File: config.mk
export PLATFORM = sky130hd
export DESIGN_NAME = apb_master
export DESIGN_NICKNAME = d
export VERILOG_FILES = /design/src/rtl/apb_pkg.sv /design/src/rtl/apb_master.sv
export SDC_FILE = /design/constraint.sdc
export NUM_CORES = 1
export LEC_CHECK = 0
export CAP_MARGIN = 25
export CORE_UTILIZATION = 40
export CTS_CLUSTER_DIAMETER = 120
export CTS_CLUSTER_SIZE = 12
export DETAILED_ROUTE_END_ITERATION = 16
export MAX_ROUTING_LAYER = met4
export PLACE_DENSITY = 0.81
export SYNTH_ARGS = -nofsm -noshare
export SYNTH_HDL_FRONTEND = slang
export SYNTH_SLANG_ARGS = --single-unit
File: constraint.sdc
create_clock -name PCLK -period 4.22 [get_ports PCLK]
set_input_delay 0.633 -clock PCLK [delete_from_list [all_inputs] [get_ports PCLK]]
set_output_delay 0.633 -clock PCLK [all_outputs]
set_load 0.01 [all_outputs]
File: src/rtl/apb_pkg.sv
// Shared APB definitions: master FSM states and the calculator slave register map.
package apb_pkg;

  typedef enum logic [1:0] {
    IDLE,
    SETUP,
    ACCESS
  } apb_state_t;

  // Calculator slave register offsets
  localparam logic [31:0] ADDR_OPERAND1 = 32'h0;
  localparam logic [31:0] ADDR_OPERAND2 = 32'h4;
  localparam logic [31:0] ADDR_CONTROL  = 32'h8;
  localparam logic [31:0] ADDR_RESULT   = 32'hC;

  // Calculator control encodings
  localparam logic [1:0] CTRL_AND = 2'b01;
  localparam logic [1:0] CTRL_OR  = 2'b10;
  localparam logic [1:0] CTRL_XOR = 2'b11;

endpackage

File: src/rtl/apb_master.sv
// APB requester: one command in, one APB transfer out, one response pulse back.
// A bounded wait on PREADY aborts stuck transfers with a timeout response.
module apb_master
  import apb_pkg::*;
#(
  parameter int unsigned TIMEOUT_CYCLES = 16
) (
  input  logic        PCLK,
  input  logic        PRESET,
  input  logic        cmd_valid,
  output logic        cmd_ready,
  input  logic        cmd_write,
  input  logic [31:0] cmd_addr,
  input  logic [31:0] cmd_wdata,
  output logic        rsp_valid,
  output logic [31:0] rsp_rdata,
  output logic        rsp_err,
  output logic        rsp_timeout,
  output logic        PSEL,
  output logic        PENABLE,
  output logic        PWRITE,
  output logic [31:0] PADDR,
  output logic [31:0] PWDATA,
  input  logic [31:0] PRDATA,
  input  logic        PREADY,
  input  logic        PSLVERR
);

  localparam int unsigned CntW = $clog2(TIMEOUT_CYCLES + 1);
  localparam logic [CntW-1:0] CntMax  = CntW'(TIMEOUT_CYCLES);
  localparam logic [CntW-1:0] CntLast = CntW'(TIMEOUT_CYCLES - 1);

  apb_state_t      state_q, state_d;
  logic [CntW-1:0] cnt_q, cnt_d;
  logic            psel_q, psel_d;
  logic            penable_q, penable_d;
  logic            pwrite_q, pwrite_d;
  logic [31:0]     paddr_q, paddr_d;
  logic [31:0]     pwdata_q, pwdata_d;
  logic            rsp_valid_q, rsp_valid_d;
  logic [31:0]     rsp_rdata_q, rsp_rdata_d;
  logic            rsp_err_q, rsp_err_d;
  logic            rsp_timeout_q, rsp_timeout_d;

  // Next-state, bus phase and response decode
  always_comb begin
    state_d       = state_q;
    cnt_d         = cnt_q;
    psel_d        = psel_q;
    penable_d     = penable_q;
    pwrite_d      = pwrite_q;
    paddr_d       = paddr_q;
    pwdata_d      = pwdata_q;
    rsp_valid_d   = 1'b0;
    rsp_rdata_d   = rsp_rdata_q;
    rsp_err_d     = rsp_err_q;
    rsp_timeout_d = rsp_timeout_q;
    unique case (state_q)
      IDLE: begin
        if (cmd_valid) begin
          pwrite_d  = cmd_write;
          paddr_d   = cmd_addr;
          pwdata_d  = cmd_wdata;
          psel_d    = 1'b1;
          penable_d = 1'b0;
          state_d   = SETUP;
        end
      end
      SETUP: begin
        penable_d = 1'b1;
        cnt_d     = '0;
        state_d   = ACCESS;
      end
      ACCESS: begin
        if (PREADY) begin
          psel_d        = 1'b0;
          penable_d     = 1'b0;
          rsp_valid_d   = 1'b1;
          rsp_rdata_d   = pwrite_q ? 32'h0 : PRDATA;
          rsp_err_d     = PSLVERR;
          rsp_timeout_d = 1'b0;
          state_d       = IDLE;
        end else begin
          if (cnt_q != CntMax) begin
            cnt_d = cnt_q + CntW'(1);
          end
          // This edge completes the TIMEOUT_CYCLES-th ACCESS cycle without PREADY
          if (cnt_q >= CntLast) begin
            psel_d        = 1'b0;
            penable_d     = 1'b0;
            rsp_valid_d   = 1'b1;
            rsp_rdata_d   = 32'h0;
            rsp_err_d     = 1'b1;
            rsp_timeout_d = 1'b1;
            state_d       = IDLE;
          end
        end
      end
      default: state_d = IDLE;
    endcase
  end

  // State and registered outputs, cleared asynchronously by PRESET
  always_ff @(posedge PCLK or posedge PRESET) begin
    if (PRESET) begin
      state_q       <= IDLE;
      cnt_q         <= '0;
      psel_q        <= 1'b0;
      penable_q     <= 1'b0;
      pwrite_q      <= 1'b0;
      paddr_q       <= 32'h0;
      pwdata_q      <= 32'h0;
      rsp_valid_q   <= 1'b0;
      rsp_rdata_q   <= 32'h0;
      rsp_err_q     <= 1'b0;
      rsp_timeout_q <= 1'b0;
    end else begin
      state_q       <= state_d;
      cnt_q         <= cnt_d;
      psel_q        <= psel_d;
      penable_q     <= penable_d;
      pwrite_q      <= pwrite_d;
      paddr_q       <= paddr_d;
      pwdata_q      <= pwdata_d;
      rsp_valid_q   <= rsp_valid_d;
      rsp_rdata_q   <= rsp_rdata_d;
      rsp_err_q     <= rsp_err_d;
      rsp_timeout_q <= rsp_timeout_d;
    end
  end

  assign cmd_ready   = (state_q == IDLE);
  assign PSEL        = psel_q;
  assign PENABLE     = penable_q;
  assign PWRITE      = pwrite_q;
  assign PADDR       = paddr_q;
  assign PWDATA      = pwdata_q;
  assign rsp_valid   = rsp_valid_q;
  assign rsp_rdata   = rsp_rdata_q;
  assign rsp_err     = rsp_err_q;
  assign rsp_timeout = rsp_timeout_q;

endmodule

; After elaboration in Yosys (flattened, before gate mapping)
; Cells that the tools add are included.
[op_classes]
eq_ne = 7
order_cmp = 1
mux = 22
n_addsub = 1
n_reduce_logical = 11
[op_table]
columns = cell, count
row1 = $mux W32, 3
row2 = $mux W1, 10
row3 = $mux W5, 2
row4 = $pmux W5 S2, 1
row5 = $reduce_and A3 Y1, 3
row6 = $mux W2, 3
row7 = $ne A2 B2 Y1 const B, 3
row8 = $pmux W2 S3, 1
row9 = $reduce_and A2 Y1, 3
row10 = $reduce_bool A2 Y1, 3
row11 = $add A5 B1 Y5 const B, 1
row12 = $ge A5 B4 Y1 const B, 1
row13 = $ne A5 B5 Y1 const B, 1
row14 = $ne A3 B3 Y1 const B, 1
row15 = $pmux W1 S3, 1
row16 = $reduce_bool A3 Y1, 1
row17 = $eq A2 B1 Y1 const B, 1
row18 = $eq A2 B2 Y1 const B, 1
row19 = $logic_not A2 Y1, 1
row20 = $pmux W1 S2, 1
[word_totals]
inputBits = 102
reg_bits = 109

; Depth between registers and ports, before layout
; Gate-level depths: netlist of the first run.
[depth]
ltp_word = 4
ltp_mapped = 7
depth_no_buf = 7

; Worst setup path after synthesis of the first run
; Ideal clock, no wire load.
[synth_timing]
path_kind = register to register
startpoint = register cnt_q[0]
endpoint = register rsp_err_q (netlist: rsp_err)
setup_ns = 0.121
required_ns = 4.099
stages_incl_launch_ff = 8
arrival_ns = 1.591
path_slack_ns = 2.508
path_cell_list = dfrtp_1 > ha_1 > and3_1 > ha_1 > nor3_2 > a21o_2 > inv_1 > o22a_1
[synth_via]
elab_chain_len = 3
[synth_rtl]
columns = item, line
row1 = "start, declared", apb_master.sv:34  ; logic [CntW-1:0] cnt_q, cnt_d;
row2 = "start signal, assigned", apb_master.sv:119  ; cnt_q <= cnt_d;
row3 = $ge A5 B4 Y1, apb_master.sv:88  ; if (cnt_q >= CntLast) begin
row4 = $reduce_bool A2 Y1 (no source line), --
row5 = $reduce_and A2 Y1 (no source line), --
row6 = "end signal, assigned", apb_master.sv:127  ; rsp_err_q <= rsp_err_d;
row7 = "end, declared", apb_master.sv:42  ; logic rsp_err_q, rsp_err_d;
; No other way between the ends.
; A chain may end at the register's enable or synchronous reset.

; Final worst setup path of the first run
; Ends and elaborated chain as after synthesis.

==> impl_metrics.env, run 1 <==
export IMPL_final_nets=585
export IMPL_power_density_nw_per_um2=700
export IMPL_critPathLaunchType="register"
export IMPL_synth_compound_area_share_pct=9.81
export IMPL_slew_violations=0
export IMPL_grt_max_degree=86
export IMPL_synth_fa_ha_area_share_pct=0.889
export IMPL_p_switching_mw=1.45
export IMPL_sw_frac_of_total_pct=31.4
export IMPL_critPathMostFrequentCell="ha_1"
export IMPL_vias_per_cell=5.03
export IMPL_cts_buffers_inserted=9
export IMPL_core_area_um2=10300
export IMPL_critPathArrivalTime_ns=2.59
export IMPL_routed_wl_um=10300
export IMPL_combPwrFrac_pct=46.0
export IMPL_r2r_start="cnt_q[0]"
export IMPL_holdCritPathClass="in2async"
export IMPL_crit_chain="ha_1, and3_1, ha_1, nor3_2, a21o_2, inv_1, o22a_1"
export IMPL_num_rows=37
export IMPL_max_freq_mhz=430
export IMPL_antenna_cells=0
export IMPL_cts_resized=0
export IMPL_critPathKind="reg2reg"
export IMPL_first_pass_iters=4
export IMPL_maxCapViolations=0
export IMPL_die_h_um=105
export IMPL_synth_top_family_by_area="multiplexers"
export IMPL_critical_path_top_delay_family="compound AO/OA/AOI/OAI gates"
export IMPL_cts_setup_buffers=0
export IMPL_grt_pass1_wl_um=16400
export IMPL_grt_pass1_vias=3332
export IMPL_finClkSkew_ns=0.0173
export IMPL_cp_depth=7
export IMPL_period_minus_slack_ns=2.32
export IMPL_synthSimpleGateAreaFrac_pct=3.79
export IMPL_cp_num_buf_inv=1
export IMPL_dieArea_um2=11000
export IMPL_final_seq_area_um2=2730
export IMPL_drc=0
export IMPL_setup_viol_count_final=0
export IMPL_drtAntennaViolNets=0
export IMPL_cp_max_fo=33
export IMPL_place_congestion=0.781
export IMPL_initialDrtViolationCount=151
export IMPL_htreeDepth=3
export IMPL_chipWidth_um=105
export IMPL_dp_hpwl_um=7520
export IMPL_cts_root_buffer="clkbuf_8"
export IMPL_cts_sinks=109
export IMPL_multiInputGateArea_um2=1350
export IMPL_cpPeakStageDelay_ns=0.56
export IMPL_synth_xor_area_share_pct=0
export IMPL_synth_mux_area_share_pct=17.3
export IMPL_worstMarginPinSlew_ns=0.618
export IMPL_ctsHoldBuffers=0
export IMPL_portBuffers=204
export IMPL_syn_to_final_growth_pct=56.1
export IMPL_synth_cell_types=36
export IMPL_vias=3121
export IMPL_ys_seq_area_share_pct=64.6
export IMPL_period_share_pct=55.1
export IMPL_outcome="completed"
export IMPL_reg2regPathDepth=7
export IMPL_synthCells=275
export IMPL_ir_drop_v=0.000340
export IMPL_antenna_found_initial=0
export IMPL_cp_required_ns=4.48
export IMPL_slew_headroom_pct=58.8
export IMPL_rsz0062_at_grt="false"
export IMPL_synth_avg_cell_area_um2=15.4
export IMPL_track_usage_pct=19.7
export IMPL_wl_per_cell_um=16.5
export IMPL_fin_setup_tns_ns=0
export IMPL_syn_area_um2=4220
export IMPL_cpMaxStageDelayCell="a21o_2"
export IMPL_pwr_share_seq_pct=39.9
export IMPL_grt_overflow=0
export IMPL_clk_latency_ns=0.37
export IMPL_clkTransAtPathRegs_ns=0.11
export IMPL_p_total_mw=4.62
export IMPL_synth_seq_cells=109
export IMPL_clock_path_buffers=2
export IMPL_cp_end_kind="register"
export IMPL_cts_tree="built"
export IMPL_fill_cells=801
export IMPL_clkPwrFrac_pct=14.1
export IMPL_synth_nets=380
export IMPL_start_util_pct=41.1
export IMPL_p_int_mw=3.17
export IMPL_hold_viol_final=0
export IMPL_p_leak_nw=2.76
export IMPL_top_level_ports=205
export IMPL_final_core_util_pct=64.1
export IMPL_drive_gt1_share_pct=12.8
export IMPL_ys_warn_count=0
export IMPL_startpoint="cnt_q[0]"
-- cell type report --
cell class                      instances  share of cell area [%]
Clock buffer                           11                    2.14
Sequential cell                       109                    41.4
Multi-Input combinational cell        142                    20.5
Clock inverter                          5                   0.968
Tap cell                              136                    2.58
Timing Repair Buffer                  210                    32.0
Inverter                                8                   0.493
-- flip-flops by register name, indices dropped and copies added, names as in the netlist --
| signal | cells |
|---|---|
| PWRITE | 1 |
| cnt_q | 5 |
| rsp_err | 1 |
| rsp_timeout | 1 |
| PADDR | 32 |
| rsp_rdata | 32 |
| PWDATA | 32 |
| PENABLE | 1 |
| state_q | 2 |
| rsp_valid | 1 |
| PSEL | 1 |
-- worst register-to-register path: cells and delay by family, from the launching register on --
kind | cells | cell delay (ns)
AO/OA/AOI/OAI | 2 | 0.80
AND/OR/NAND/NOR | 2 | 0.34
buffers and inverters | 1 | 0.18
adder cells (fa/ha/maj) | 2 | 0.45
flip-flops | 1 | 0.46
-- Yosys cell counts --
| library cell | count | share of area, % |
|---|---|---|
| dfrtp_1 | 109 | 65 |
| a22o_1 | 35 | 7.3 |
| mux2_2 | 35 | 9.3 |
| mux2_1 | 30 | 8.0 |
| inv_1 | 8 | 0.71 |
| buf_2 | 7 | 0.83 |
| buf_6 | 6 | 1.6 |
| nor2_1 | 4 | 0.36 |
| ha_1 | 3 | 0.89 |
| nand4_1 | 3 | 0.44 |
| o21ai_0 | 3 | 0.36 |
| a21oi_1 | 2 | 0.24 |
| a32o_1 | 2 | 0.47 |
| buf_4 | 2 | 0.36 |
| nand2_1 | 2 | 0.18 |
| nand3_1 | 2 | 0.24 |
| o22ai_1 | 2 | 0.30 |
| or3_1 | 2 | 0.30 |
| a21o_1 | 1 | 0.18 |
| a21o_2 | 1 | 0.21 |
| a221oi_1 | 1 | 0.21 |
| and3_1 | 1 | 0.15 |
| and4bb_2 | 1 | 0.30 |
| clkbuf_1 | 1 | 0.089 |
| nand2b_1 | 1 | 0.15 |
| nand3b_1 | 1 | 0.18 |
| nand4bb_1 | 1 | 0.27 |
| nor2_2 | 1 | 0.15 |
| nor2b_1 | 1 | 0.15 |
| nor3_2 | 1 | 0.24 |
| nor3b_2 | 1 | 0.30 |
| nor4b_1 | 1 | 0.21 |
| o21a_1 | 1 | 0.18 |
| o22a_1 | 1 | 0.21 |
| o41ai_1 | 1 | 0.21 |
| or3b_1 | 1 | 0.21 |
-- worst paths after layout --
check / end / slack, ns
min in group PCLK: PWDATA[26] / 0.49
max: rsp_err / 1.90
max in group asynchronous: PSEL / 2.91
min: PWDATA[27] / 0.49
max reg2reg: rsp_err / 1.90
min reg2reg: PWDATA[26] / 0.49
-- metal layers --
metal  part of all wire (%)  track usage (%)  vias to the layer above
li1                       -                -                     1409
met5                      0                -                        -
met3                    7.7             6.24                       15
met1                     42             22.8                     1546
met2                     49             32.7                      151
met4                    1.7             6.34                        0
-- cells by family (layout without fill, tap and decap cells) --
group / count (synthesis) / after routing
flip-flops: 109 / 109
multiplexers: 65 / 65
AO/OA/AOI/OAI: 50 / 50
AND/OR/NAND/NOR: 24 / 24
buffers and inverters: 24 / 234
adder cells (fa/ha/maj): 3 / 3
-- per-stage QoR --
step / cell area [um^2] / hold WS [ns] / cells / worst slack [ns]
floorplan: 4220 / 0.529 / 275 / 0.713
global placement: 6360 / 0.466 / 604 / 1.74
detailed placement: 6360 / 0.474 / 604 / 1.66
CTS: 6570 / 0.497 / 620 / 1.88
global route: 6590 / 0.476 / 621 / 1.73
finish: 6590 / 0.492 / 621 / 1.90
-- power by group through the flow --
stage	Sequential (mW)	Clock, mW	Combinational, mW
floorplan	2.04	0	0.712
global placement	1.83	0	2.08
detailed placement	1.86	0	2.13
CTS	1.84	0.674	2.14
global route	1.91	0.719	2.25
finish	1.84	0.651	2.12
-- layout by cell type, fill, tap and decap left out, types with 2 or more instances in the layout --
cell type        count
a21oi_1              2
a22o_1              35
a32o_1               2
buf_4                5
clkbuf_8            10
clkdlybuf4s50_1    204
dfrtp_1            109
ha_1                 3
inv_1                7
inv_6                3
mux2_1              30
mux2_2              35
nand2_1              2
nand3_1              2
nand4_1              3
nor2_1               4
o21ai_0              3
o22ai_1              2
or3_1                2
(Power assumes the default switching activity.)
==> run 2, diff against run 1 <==
--- a/config.mk
+++ b/config.mk
@@ -6,12 +6,12 @@
 export NUM_CORES = 1
 export LEC_CHECK = 0
 export CAP_MARGIN = 25
-export CORE_UTILIZATION = 40
+export CORE_UTILIZATION = 37
 export CTS_CLUSTER_DIAMETER = 120
 export CTS_CLUSTER_SIZE = 12
 export DETAILED_ROUTE_END_ITERATION = 16
 export MAX_ROUTING_LAYER = met4
-export PLACE_DENSITY = 0.81
+export PLACE_DENSITY = 0.79
 export SYNTH_ARGS = -nofsm -noshare
 export SYNTH_HDL_FRONTEND = slang
 export SYNTH_SLANG_ARGS = --single-unit
==> constraint.sdc (replaced) <==
create_clock -name PCLK -period 2 [get_ports PCLK]
set_input_delay 0.3 -clock PCLK [delete_from_list [all_inputs] [get_ports PCLK]]
set_output_delay 0.3 -clock PCLK [all_outputs]
set_load 0.01 [all_outputs]
==> run 2 against run 1 <==
- combinational power up 110%
- highest routed layer unchanged
- die area up 8.0%
- cell count up 0.81%
- largest cell class unchanged
- first-iteration DRC count down 11%
- routed wire length up 0.14%
==> impl_metrics.env, run 2 (same netlist as run 1, synthesis figures left out) <==
export IMPL_hold_viol_final=0
export IMPL_routed_wl_um=10300
export IMPL_final_cell_mix="clkdlybuf4s50_1 (204), dfrtp_1 (108), mux2_2 (35), a22o_1 (35), mux2_1 (30)"
export IMPL_die_h_um=109
export IMPL_cts_tree="built"
export IMPL_clk_latency_ns=0.35
export IMPL_critPathKind="reg2out"
export IMPL_cts_sinks=109
export IMPL_cts_buffers_inserted=9
export IMPL_clkTransAtPathRegs_ns=0.07
export IMPL_drive_gt1_share_pct=12.8
export IMPL_first_pass_iters=7
export IMPL_antenna_found_initial=0
export IMPL_period_minus_slack_ns=1.92
export IMPL_p_leak_nw=2.81
export IMPL_ir_drop_v=0.000816
export IMPL_initialDrtViolationCount=134
export IMPL_portBuffers=204
export IMPL_clock_path_buffers=2
export IMPL_final_nets=586
export IMPL_holdCritPathClass="in2async"
export IMPL_rsz0062_at_grt="false"
export IMPL_grt_pass1_wl_um=15700
export IMPL_slew_violations=0
export IMPL_p_total_mw=10.1
export IMPL_cts_root_buffer="clkbuf_16"
export IMPL_final_common_cell="clkdlybuf4s50_1"
export IMPL_grt_overflow=0
export IMPL_finClkSkew_ns=0.00959
export IMPL_core_area_um2=11000
export IMPL_critPathArrivalTime_ns=1.62
export IMPL_setup_viol_count_final=0
export IMPL_cp_max_fo=14
export IMPL_critPathLaunchType="register"
export IMPL_worstMarginPinSlew_ns=0.480
export IMPL_ctsHoldBuffers=0
export IMPL_final_core_util_pct=61.3
export IMPL_dp_hpwl_um=7530
export IMPL_max_freq_mhz=522
export IMPL_drc=0
export IMPL_cp_required_ns=1.70
export IMPL_slew_headroom_pct=68.0
export IMPL_start_util_pct=38.4
export IMPL_track_usage_pct=17.9
export IMPL_outcome="completed"
export IMPL_whs_ns=0.296
export IMPL_htreeDepth=3
export IMPL_drtAntennaViolNets=0
export IMPL_vias_per_cell=4.90
export IMPL_fin_setup_tns_ns=0
export IMPL_dieArea_um2=11800
export IMPL_maxCapViolations=0
export IMPL_syn_to_final_growth_pct=59.5
export IMPL_chipWidth_um=109
export IMPL_grt_max_degree=52
export IMPL_top_level_ports=205
export IMPL_vias=3068
export IMPL_antenna_cells=0
export IMPL_place_congestion=0.832
export IMPL_wl_per_cell_um=16.4
export IMPL_power_density_nw_per_um2=1500
export IMPL_cp_end_kind="primary output"
export IMPL_grt_pass1_vias=3119
export IMPL_period_share_pct=95.8
export IMPL_num_rows=38
run 2: cell count changes in the layout (fill, tap and decap cells not counted), moves of 2 or more:
cell | previous run | this run
buf_12 | 0 | 5
inv_6 | 3 | 0
clkbuf_16 | 0 | 9
clkbuf_1 | 1 | 3
buf_4 | 5 | 2
clkbuf_8 | 10 | 4
run 2: worst max-delay path, stage by stage (launching register included):
cell and delay, ns:
dfrtp_1 0.55, nor2_1 0.16, clkdlybuf4s50_1 0.56
run 2: layout make-up:
type / count / area [um^2]
flip-flops and latches: 109 / 2730
repair buffers: 211 / 2160
clock buffers: 16 / 292
fillers: 854 / 4250
inverters: 8 / 33.8
well taps: 140 / 175
multi-input cells: 142 / 1350
run 2: report_power, final:
part / internal [mW] / switching (mW) / leakage (nW) / total [mW]
Clock: 0.984 / 0.741 / 0.143 / 1.72
Combinational: 2.86 / 1.67 / 1.34 / 4.53
Sequential: 3.26 / 0.615 / 1.33 / 3.87
Total: 7.10 / 3.02 / 2.81 / 10.1
run 2: metrics by stage:
stage	cells	setup WS [ns]	cell area [um^2]
after CTS	626	0.0784	6740
final	626	0.0836	6740
after global routing	626	0.00110	6740
after detailed placement	610	0.119	6440
after floorplan	275	0.288	4230
after global placement	610	0.158	6440
run 2: final timing paths:
check | startpoint | endpoint | slack [ns] | cells after the start
max | state_q[1] | cmd_ready | 0.08 | 2
min | PRESET | rsp_rdata[29] | 0.30 | 2
max reg2reg | cnt_q[1] | rsp_rdata[17] | 0.12 | 7
min reg2reg | PWDATA[27] | PWDATA[27] | 0.48 | 1
max in group asynchronous | PRESET | cnt_q[1] | 1.15 | 3
min in group PCLK | PWDATA[27] | PWDATA[27] | 0.48 | 1
run 2: per-layer routing:
metal  vias up  track usage (%)  share of wire (%)
li1       1423                -                  -
met1      1492             21.6                 41
met2       136             28.9                 50
met3        17             4.00                6.9
met4         0             7.92                1.9
met5         -                -                  0
run 2: timing repair:
item	in CTS	in global routing
endpoints found under the setup margin	0	1
buffers inserted	0	0
resized for setup	0	1
==> run 3, diff against run 2 <==
--- a/config.mk
+++ b/config.mk
@@ -5,13 +5,14 @@
 export SDC_FILE = /design/constraint.sdc
 export NUM_CORES = 1
 export LEC_CHECK = 0
-export CAP_MARGIN = 25
+export CAP_MARGIN = 20
 export CORE_UTILIZATION = 37
 export CTS_CLUSTER_DIAMETER = 120
 export CTS_CLUSTER_SIZE = 12
 export DETAILED_ROUTE_END_ITERATION = 16
 export MAX_ROUTING_LAYER = met4
 export PLACE_DENSITY = 0.79
+export SLEW_MARGIN = 40
 export SYNTH_ARGS = -nofsm -noshare
 export SYNTH_HDL_FRONTEND = slang
 export SYNTH_SLANG_ARGS = --single-unit
==> results of run 3 <==
No change in the layout: final DEF, timing and power equal those of run 2.
